## src/rtl/serial_shifter_32_bit.sv

```systemverilog
// serial_shifter_32_bit: multi-cycle 32-bit shift/rotate, one bit position per clock, start/done handshake
module serial_shifter_32_bit (
  input  logic        clock,
  input  logic        reset_n,
  input  logic        start,
  input  logic [2:0]  mode,
  input  logic [31:0] data_a,
  input  logic [4:0]  shift_amount,
  output logic        busy,
  output logic        done,
  output logic [31:0] result
);
  localparam logic [1:0] IDLE  = 2'd0;
  localparam logic [1:0] SHIFT = 2'd1;
  localparam logic [1:0] DONE  = 2'd2;
  logic [1:0]  state;
  logic [31:0] w;
  logic [31:0] step;
  logic [4:0]  c;
  logic [2:0]  m;
  logic        accept;
  assign accept = start && (state == IDLE || state == DONE);
  assign busy   = state == SHIFT;
  assign done   = state == DONE;
  always_comb begin
    step = m == 3'd0 ? {w[30:0], 1'b0} :
           m == 3'd1 ? {w[30:0], w[31]} :
           m == 3'd2 ? {1'b0, w[31:1]} :
           m == 3'd3 ? {w[31], w[31:1]} :
           m == 3'd4 ? {w[0], w[31:1]} : w;
  end
  // pass-through modes load a zero count so they finish with the minimum latency
  always_ff @(posedge clock or negedge reset_n) begin
    if (!reset_n) begin
      state  <= IDLE;
      w      <= '0;
      c      <= '0;
      m      <= '0;
      result <= '0;
    end else if (accept) begin
      state <= SHIFT;
      w     <= data_a;
      c     <= mode > 3'd4 ? 5'd0 : shift_amount;
      m     <= mode;
    end else if (state == SHIFT) begin
      if (c != 5'd0) begin
        w <= step;
        c <= c - 5'd1;
      end else begin
        result <= w;
        state  <= DONE;
      end
    end else begin
      state <= IDLE;
    end
  end
endmodule

```

## config.mk

```make
export PLATFORM = sky130hd
export DESIGN_NAME = serial_shifter_32_bit
export DESIGN_NICKNAME = d
export VERILOG_FILES = /design/src/rtl/serial_shifter_32_bit.sv
export SDC_FILE = /design/constraint.sdc
export NUM_CORES = 1
export LEC_CHECK = 0
export ABC_AREA = 1
export ABC_CLOCK_PERIOD_IN_PS = 1900
export BUFFER_PORTS_ARGS = -buffer_cell sky130_fd_sc_hd__buf_2
export CAP_MARGIN = 20
export CORE_AREA = 2 2 142 89
export DETAILED_ROUTE_END_ITERATION = 10
export DIE_AREA = 0 0 144 91
export GPL_TIMING_DRIVEN = 0
export SYNTH_ARGS = -nofsm -noshare
export SYNTH_HDL_FRONTEND = slang
export SYNTH_SLANG_ARGS = --single-unit
```

## constraint.sdc

```tcl
create_clock -name clock -period 1.9 [get_ports clock]
set_clock_uncertainty 0.15 [all_clocks]
set_input_delay 0.095 -clock clock [delete_from_list [all_inputs] [get_ports clock]]
set_output_delay 0.095 -clock clock [all_outputs]
set_load 0.1 [all_outputs]
```

==> results by group, run 1 <==
Timing
  • Slew Limit Fails: 0
  • Measured slew at the worst slew-check pin: 0.535 ns
  • Achievable Freq: 572 MHz
  • Worst setup slack after layout: 0.153 ns
  • Min cycle time layout: 1.75 ns
  • Relative max-transition margin: 64.0%
  • Crit share post-route: 92.0%
  • Setup total negative slack: 0 ns
  • Setup repair after global routing missed its margin: no
  • Number of failing setup endpoints in the final timing report: 0
  • Number of hold violations in the final report: 0

Synth
  • Post-synth top area cell: dfrtp_1
  • Distinct cell type count of the synthesized netlist: 18
  • Netlist area before placement: 3820 µm²
  • Syn. warnings: 0
  • Synthesized netlist net count: 577
  • Dominant cells by area after synthesis: dfrtp_1, nand2_1, nand3_1, o21ai_0, inv_1
  • Proportion of netlist area held by the largest area contributor: 48.4%
  • Post-synthesis sequential element count: 74
  • Post-synthesis instance total: 533
  • Post-Synthesis Mean Instance Area: 7.17 µm²
  • Proportion of synthesized chip area in sequential cells: 48.4%

Floorplan
  • Number of cell rows: 31
  • Top-Level Pins: 77
  • Die Span Y: 91 µm
  • Die area: 13,100 µm²
  • Core Region: 11,800 µm²
  • Effective utilization at floorplan: 32.5%
  • Die Width: 144 µm

Routing
  • First-pass DRT Iterations: 5
  • Total number of vias: 3,893
  • Remaining antenna violation count: 0
  • Iter 0 DRT Violations: 244
  • Avg Vias per Cell: 4.68
  • Routed length per placed instance: 13.8 µm
  • Total wire length: 11,500 µm
  • Detailed-route DRC error count: 0

Placement
  • Placed Instances: 775
  • Area after detailed placement: 4450 µm²
  • Post-DP HPWL: 7970 µm
  • Post-place setup slack: 0.0575 ns
  • Last weighted congestion value of the routability-driven placer: 0.838
  • Port Buffer Count: 76

CTS
  • CTS max path bufs: 2
  • Setup bufs post-CTS: 0
  • Count of clock tree sinks: 74
  • Clock tree from TritonCTS: done
  • CTS Buf Count: 9
  • Cell at the root of the clock tree: clkbuf_16
  • CTS HTree Levels: 3
  • Insertion delay to the later sink of the worst-skew pair: 0.34 ns
  • Register clock-pin slew on the reported worst setup and hold paths: 0.06 ns

Layout
  • Area added between synthesis and finish: 36.5%
  • Count of placed standard cells in the final layout, fillers left out: 831
  • ANT cells: 0
  • Commonest non-fill, non-tap cell in the layout: nand2_1
  • Share of post-route cells with drive strength above 1: 20.4%
  • Nets@finish: 705
  • Commonest non-fill, non-tap cells in the layout: nand2_1, buf_2, nand3_1
  • Final instance area: 5220 µm²

GRT
  • Antenna violations before repair: 0
  • Via count of the first global-routing pass: 3,680
  • Total congestion overflow: 0
  • First-pass GRT wire length: 18,300 µm
  • Total routing resource utilization after global routing: 18.0%
  • Pin count of the biggest net entering global routing: 68

Setup path
  • Maximum fanout along the worst path: 10
  • Endpoint arrival time on the critical path: 1.85 ns
  • Length in cells of the worst reg-to-reg path: 8
  • Category of the worst setup path capture point: flop
  • Required time at the worst-slack endpoint: 2.00 ns
  • Critical path start-end classification: flop to flop
  • Critical Path Source Type: flop

Hold path
  • Number of cells on the worst hold path: 5
  • Kind of path behind the tightest hold check: primary input to flop

Flow run
  • Count of max-cap constraint violations: 0

Outcome
  • Outcome: finished clean
-- final timing paths --
| path | slack [ns] | startpoint | endpoint |
|---|---|---|---|
| min reg2reg | 0.33 | w[19] | w[19] |
| max in group asynchronous | 0.74 | reset_n | result[0] |
| max reg2reg | 0.15 | c[1] | result[10] |
| min in group asynchronous | 0.16 | reset_n | result[24] |
| min | 0.01 | shift_amount[2] | c[2] |
| max | 0.15 | c[1] | result[10] |
-- cell families (layout without fill, tap and decap cells) --
| group | count (synthesis) | count (layout) | share of synthesized area, % |
|---|---|---|---|
| AO/OA/AOI/OAI | 44 | 44 | 5.76 |
| adder cells (fa/ha/maj) | 1 | 1 | 0.327 |
| buffers and inverters | 79 | 212 | 9.39 |
| flip-flops | 74 | 74 | 48.4 |
| AND/OR/NAND/NOR | 335 | 335 | 36.1 |
-- flip-flops by register name, indices dropped and copies added (netlist names) --
name    count
c           5
m           3
result     32
state       2
w          32
-- synth_stat cells (all sizes together) --
| library cell | count |
|---|---|
| nand3 | 76 |
| ha | 1 |
| o21ai | 42 |
| buf | 27 |
| a21oi | 2 |
| inv | 47 |
| nand4 | 2 |
| or2 | 1 |
| nand2 | 245 |
| dfrtp | 74 |
| clkbuf | 5 |
| nor2 | 11 |
-- through the flow --
stage          utilization [%]  hold WS [ns]
2_1_floorplan                -        -0.351
3_3_place_gp              37.6         0.197
4_1_cts                   44.3       0.00379
6_report                  44.4        0.0101
3_5_place_dp              37.8        -0.221
5_1_grt                   44.4        0.0318
-- area by class of cell --
class,count,area [µm²]
buffer,32,189
clock buffer,11,253
clock inverter,5,100
fill,1196,6530
inverter,47,176
multi-input combinational,380,1630
sequential,74,1850
tap,165,206
timing repair buffer,117,811
-- metal layers --
metal  share of wire [%]  vias to the layer above  global-route usage (%)
li1                    -                     1916                       -
met1                  51                     1831                    27.2
met2                  41                      140                    26.1
met3                 6.5                        6                    4.06
met4                0.63                        0                    4.25
met5                   0                        -                       0
-- critical path, stage by stage (launching register included) --
cell	delay, ns
dfrtp_1	0.36
inv_1	0.14
ha_4	0.18
nand3_1	0.08
nand2_1	0.11
nand2_1	0.08
buf_4	0.19
buf_2	0.20
o21ai_0	0.18
-- what timing repair did --
item / 4_1_cts / 5_1_grt
resized for setup: 0 / 14
hold endpoints to repair: 111 / 0
endpoints found under the setup margin: 0 / 53
hold buffers: 40 / 0
Power of run 1 is left out: the tool's default activity adds up to more than one toggle a clock period on the data nets, which glitch-free logic cannot reach.
==> run 2: changes to the inputs <==
ABC_CLOCK_PERIOD_IN_PS = 1800   (was 1900)
clock period = 1.8 ns   (was 1.9 ns; I/O delays follow)
==> run 2 against run 1 <==
  * The run now ends with negative hold slack left
  * First-iteration DRC count shrank 0.82%
  * Sequential share of layout area is 0.20 points higher
  * Hold slack lost 0.019 ns
  * Global-route usage increased by 0.58 points
  * Largest cell class unchanged
  * Highest routed layer unchanged
==> results by group, run 2 (synthesis gave the netlist of run 1 again) <==
Outcome
  • Outcome: complete, but fails checks (was finished clean)
  • Failing checks: negative hold slack

Timing
  • Setup repair after global routing missed its margin: no (unchanged)
  • Crit share post-route: 93.2%
  • Achievable Freq: 596 MHz
  • Measured slew at the worst slew-check pin: 0.493 ns (was 0.535 ns)
  • Relative max-transition margin: 67.3% (was 64.0%)
  • Number of failing setup endpoints in the final timing report: 0 (unchanged)
  • Min cycle time layout: 1.68 ns
  • Number of hold violations in the final report: 1 (was 0)
  • Hold Slack: -0.00901 ns (was 0.0101 ns)
  • Slew Limit Fails: 0 (unchanged)

Routing
  • Remaining antenna violation count: 0 (unchanged)
  • Total wire length: 11,500 µm (about the same)
  • Iter 0 DRT Violations: 242 (was 244)
  • First-pass DRT Iterations: 5 (unchanged)
  • Routed length per placed instance: 13.9 µm (was 13.8 µm)
  • Detailed-route DRC error count: 0 (unchanged)
  • Total number of vias: 3,897 (was 3,893)
  • Avg Vias per Cell: 4.68 (about the same)

CTS
  • CTS HTree Levels: 3 (unchanged)
  • Cell at the root of the clock tree: clkbuf_16 (unchanged)
  • CTS max path bufs: 2 (unchanged)
  • CTS Buf Count: 9 (unchanged)
  • Register clock-pin slew on the reported worst setup and hold paths: 0.06 ns (about the same)
  • Clock tree from TritonCTS: done (unchanged)
  • Count of clock tree sinks: 74 (unchanged)
  • Insertion delay to the later sink of the worst-skew pair: 0.34 ns (about the same)

GRT
  • Via count of the first global-routing pass: 3,765 (was 3,680)
  • Antenna violations before repair: 0 (unchanged)
  • Total congestion overflow: 0 (unchanged)
  • Total routing resource utilization after global routing: 18.6% (was 18.0%)
  • First-pass GRT wire length: 18,900 µm (was 18,300 µm)
  • Pin count of the biggest net entering global routing: 48 (was 68)

Flow run
  • Count of max-cap constraint violations: 0 (unchanged)

Setup path
  • Category of the worst setup path capture point: primary output (was flop)
  • Origin of the critical flop-to-flop path: m[1] (was c[1])
  • Worst R2R Setup Slack: 0.13 ns (was 0.15 ns)
  • Critical path start-end classification: flop to primary output (was flop to flop)
  • Maximum fanout along the worst path: 4 (was 10)
  • Critical Path Source Type: flop (unchanged)
  • Capture point of the worst reg-to-reg path: w[9] (was result[10])
  • Required time at the worst-slack endpoint: 1.56 ns (was 2.00 ns)
  • Length in cells of the worst reg-to-reg path: 6 (was 8)
  • Endpoint arrival time on the critical path: 1.44 ns (was 1.85 ns)

Floorplan
  • Number of cell rows: 31 (unchanged)
  • Die area: 13,100 µm² (unchanged)
  • Top-Level Pins: 77 (unchanged)
  • Core Region: 11,800 µm² (unchanged)
  • Die Span Y: 91 µm (unchanged)
  • Effective utilization at floorplan: 32.5% (unchanged)
  • Die Width: 144 µm (unchanged)

Layout
  • Nets@finish: 706 (was 705)
  • Share of post-route cells with drive strength above 1: 20.7% (was 20.4%)
  • ANT cells: 0 (unchanged)
  • Commonest non-fill, non-tap cells in the layout: nand2_1, buf_2, nand3_1 (unchanged)
  • Registers with the highest flip-flop counts: result (32), w (32), c (5) (unchanged)
  • Area of all sequential standard cells: 1850 µm² (about the same)
  • Number of fillers in the final layout: 1,181 (was 1,196)
  • Area added between synthesis and finish: 35.8% (was 36.5%)
  • Total area of multi-input combinational cells: 1640 µm² (was 1630 µm²)
  • Commonest non-fill, non-tap cell in the layout: nand2_1 (unchanged)

Placement
  • Port Buffer Count: 76 (unchanged)
  • Post-DP HPWL: 8080 µm (was 7970 µm)
  • Last weighted congestion value of the routability-driven placer: 0.859 (was 0.838)

Hold path
  • Number of cells on the worst hold path: 5 (unchanged)
  • Kind of path behind the tightest hold check: primary input to flop (unchanged)
  • Launch instance of the worst min-delay path: shift_amount[1] (was shift_amount[2])
  • Worst hold endpoint: c[1] (was c[2])
run 2: critical path, cell delays in order (launching register included):
cell	delay, ns
dfrtp_2	0.41
inv_2	0.07
nor2_4	0.16
buf_2	0.45
run 2: worst max-delay path by stage:
stage	start	endpoint	slack [ns]	cells past startpoint
2_1_floorplan	state[0]	result[11]	-0.05	8
3_3_place_gp	reset_n	result[8]	-0.02	1
3_5_place_dp	state[0]	w[0]	-0.06	6
4_1_cts	state[0]	w[16]	0.007	6
5_1_grt	c[1]	result[17]	0.004	9
6_report	state[0]	busy	0.12	3
run 2: cell type report:
type,count,area share (%)
plain buffers,32,3.81
clock buffers,10,4.41
clock inverters,6,1.30
inverters,47,3.40
multi-input cells,380,31.6
flip-flops and latches,74,35.7
well taps,165,3.97
repair buffers,118,15.8
run 2: timing repair:
action	4_1_cts	5_1_grt
hold endpoints to repair	113	0
gates resized for setup	3	13
setup buffers	0	0
endpoints found under the setup margin	28	69
cloned	0	0
pin swaps	0	0
hold buffers	41	0
run 2: stage by stage:
step	setup WS [ns]	setup TNS, ns	cells	area (µm²)	util [%]
detailed placement	-0.0598	-0.786	775	4460	37.9
global placement	-0.0249	-1.24	774	4430	37.7
global route	0.00436	0	832	5190	44.2
finish	0.123	0	832	5190	44.2
CTS	0.00724	0	832	5170	44.0
floorplan	-0.0515	-2.60	533	3840	-
run 2: per-layer routing:
metal / vias to the layer above / part of all wire (%) / wire length [µm] / global-route usage [%]
met5: - / 0 / 0 / 0
met4: 0 / 1.1 / 126 / 4.74
met3: 11 / 6.4 / 741 / 4.27
met2: 139 / 40 / 4630 / 25.7
met1: 1827 / 52 / 6050 / 28.8
li1: 1920 / - / - / -
Power of run 2 is left out for the same reason.
==> run 3: changes to the inputs <==
SETUP_SLACK_MARGIN = 0.5   (was unset)
==> run 3 against run 2 <==
  * Non-clock buffer count grew 24
  * The run still ends with negative hold slack left
  * Utilization grew 6.8 points
  * Fmax grew 2.4%
  * Critical path depth grew 6
  * Wire length grew 5.7%
  * Cell count grew 2.9%
  * Sequential share of layout area shrank 4.7 points
  * Count of clock-buffer cells in the layout is the same
  * Design area grew 15%
  * Via count grew 3.2%
==> results by group, run 3 (synthesis gave the netlist of run 1 again) <==
Outcome
  • Outcome: complete, but fails checks (unchanged)
  • Failing checks: negative hold slack (unchanged)

Routing
  • Post-route met1 wirelength: 6020 µm (was 6050 µm)
  • Total number of vias: 4,020 (was 3,897)
  • Uppermost signal routing layer after detailed routing: met4 (unchanged)
  • Met3 WL post-DR: 699 µm (was 741 µm)
  • Remaining antenna violation count: 0 (unchanged)
  • Routed wire length on met2: 5320 µm (was 4630 µm)
  • Iter 0 DRT Violations: 184 (was 242)
  • First-pass DRT Iterations: 4 (was 5)
  • Avg Vias per Cell: 4.70 (was 4.68)
  • Total wire length: 12,200 µm (was 11,500 µm)
  • Detailed-route DRC error count: 0 (unchanged)
  • Routed length per placed instance: 14.3 µm (was 13.9 µm)

Layout
  • Area added between synthesis and finish: 56.6% (was 35.8%)
  • Registers with the highest flip-flop counts: result (32), w (32), c (5) (unchanged)
  • Commonest non-fill, non-tap cells in the layout: nand2_1, nand3_1, dfrtp_1 (was nand2_1, buf_2, nand3_1)
  • Number of fillers in the final layout: 1,138 (was 1,181)
  • Commonest non-fill, non-tap cell in the layout: nand2_1 (unchanged)
  • Area of all sequential standard cells: 1850 µm² (unchanged)
  • Share of the core filled with cells in the final layout: 51.0% (was 44.2%)
  • ANT cells: 0 (unchanged)
  • Nets@finish: 730 (was 706)
  • Share of post-route cells with drive strength above 1: 31.1% (was 20.7%)
  • Total area of multi-input combinational cells: 1870 µm² (was 1640 µm²)

Timing
  • Relative max-transition margin: 53.9% (was 67.3%)
  • Crit share post-route: 90.9% (was 93.2%)
  • Measured slew at the worst slew-check pin: 0.684 ns (was 0.493 ns)
  • Number of failing setup endpoints in the final timing report: 0 (unchanged)
  • Slew Limit Fails: 0 (unchanged)
  • Worst setup slack after layout: 0.163 ns (was 0.123 ns)
  • Min cycle time layout: 1.64 ns (was 1.68 ns)
  • Hold Slack: -0.0709 ns (was -0.00901 ns)
  • Achievable Freq: 611 MHz (was 596 MHz)
  • Number of hold violations in the final report: 1 (unchanged)
  • Setup repair after global routing missed its margin: yes (was no)

Hold path
  • Kind of path behind the tightest hold check: primary input to flop (unchanged)

Placement
  • Last weighted congestion value of the routability-driven placer: 0.869 (was 0.859)
  • Post-DP HPWL: 7770 µm (was 8080 µm)
  • Post-place setup slack: -0.00373 ns (was -0.0598 ns)
  • Port Buffer Count: 76 (unchanged)

Setup path
  • Endpoint arrival time on the critical path: 1.76 ns (was 1.44 ns)
  • Required time at the worst-slack endpoint: 1.93 ns (was 1.56 ns)
  • Category of the worst setup path capture point: flop (was primary output)
  • Critical path start-end classification: flop to flop (was flop to primary output)
  • Critical Path Source Type: flop (unchanged)
  • Maximum fanout along the worst path: 7 (was 4)

Floorplan
  • Core Region: 11,800 µm² (unchanged)
  • Die area: 13,100 µm² (unchanged)
  • Die Span Y: 91 µm (unchanged)
  • Effective utilization at floorplan: 32.5% (unchanged)
  • Top-Level Pins: 77 (unchanged)
  • Die Width: 144 µm (unchanged)
  • Number of cell rows: 31 (unchanged)

CTS
  • Clock tree from TritonCTS: done (unchanged)
  • CTS Buf Count: 9 (unchanged)
  • CTS HTree Levels: 3 (unchanged)
  • Hold-fix buffers at CTS: 42 (was 41)
  • Insertion delay to the later sink of the worst-skew pair: 0.34 ns (about the same)
  • Cell at the root of the clock tree: clkbuf_16 (unchanged)
  • Register clock-pin slew on the reported worst setup and hold paths: 0.06 ns (about the same)
  • Count of clock tree sinks: 74 (unchanged)
  • CTS max path bufs: 2 (unchanged)

GRT
  • Total congestion overflow: 0 (unchanged)
  • Pin count of the biggest net entering global routing: 66 (was 48)
  • Via count of the first global-routing pass: 3,938 (was 3,765)
  • Total routing resource utilization after global routing: 19.0% (was 18.6%)
  • First-pass GRT wire length: 19,500 µm (was 18,900 µm)
  • Antenna violations before repair: 0 (unchanged)

Flow run
  • Count of max-cap constraint violations: 0 (unchanged)
## run 3: cell types whose count changed in the layout (fill, tap and decap cells not counted), moves of 18 or more
cell | before | now
buf_2 | 93 | 47
buf_4 | 4 | 46
nand2_1 | 240 | 197
nand2_2 | 4 | 35
o21ai_0 | 40 | 16
o21ai_1 | 2 | 20
## run 3: final timing paths
path	from	to	slack, ns	cells past startpoint
worst max-delay path	state[0]	w[4]	0.16	9
worst min-delay path	start	m[2]	-0.07	4
worst max register to register	state[0]	w[4]	0.16	9
worst min register to register	w[15]	w[15]	0.33	2
max in group asynchronous	reset_n	result[3]	0.92	3
min in group asynchronous	reset_n	w[28]	0.16	3
## run 3: worst max-delay path: stages, from the launching register on
cell and delay, ns:
dfrtp_1 0.40, inv_2 0.09, nand2_4 0.09, nand2_2 0.06
or2_0 0.23, buf_6 0.15, nand2_8 0.13, buf_6 0.15
nand2_2 0.05, nand2_1 0.06
## run 3: metal layers
metal	global-route usage (%)	vias to the layer above
li1	-	1975
met3	4.11	19
met2	27.6	131
met5	0	-
met1	27.8	1895
met4	6.13	0
## run 3: cell type report
class                   instances  area share (%)
multi-input cells             380            31.3
plain buffers                  32            5.54
clock buffers                  10            3.99
flip-flops and latches         74            30.9
repair buffers                142            20.8
inverters                      47            2.95
clock inverters                 6            1.11
well taps                     165            3.45
## run 3: repair_timing
action                     in CTS  in global routing
hold endpoints to repair      114                  1
resized for setup             138                 55
pin swaps                      32                  8
setup buffers                  13                  3
gates cloned                    6                  1
setup endpoints to repair     108                 88
## run 3: stage by stage
stage                TNS, ns  hold WS (ns)  std cells  area (µm²)
floorplan              -2.22        -0.356        533        3860
detailed placement  -0.00373        -0.210        775        4470
global route               0       -0.0468        856        5990
finish                     0       -0.0709        856        5990
global placement       -3.80         0.172        774        4440
CTS                        0        -0.102        852        5780
Power of run 3 is left out for the same reason.
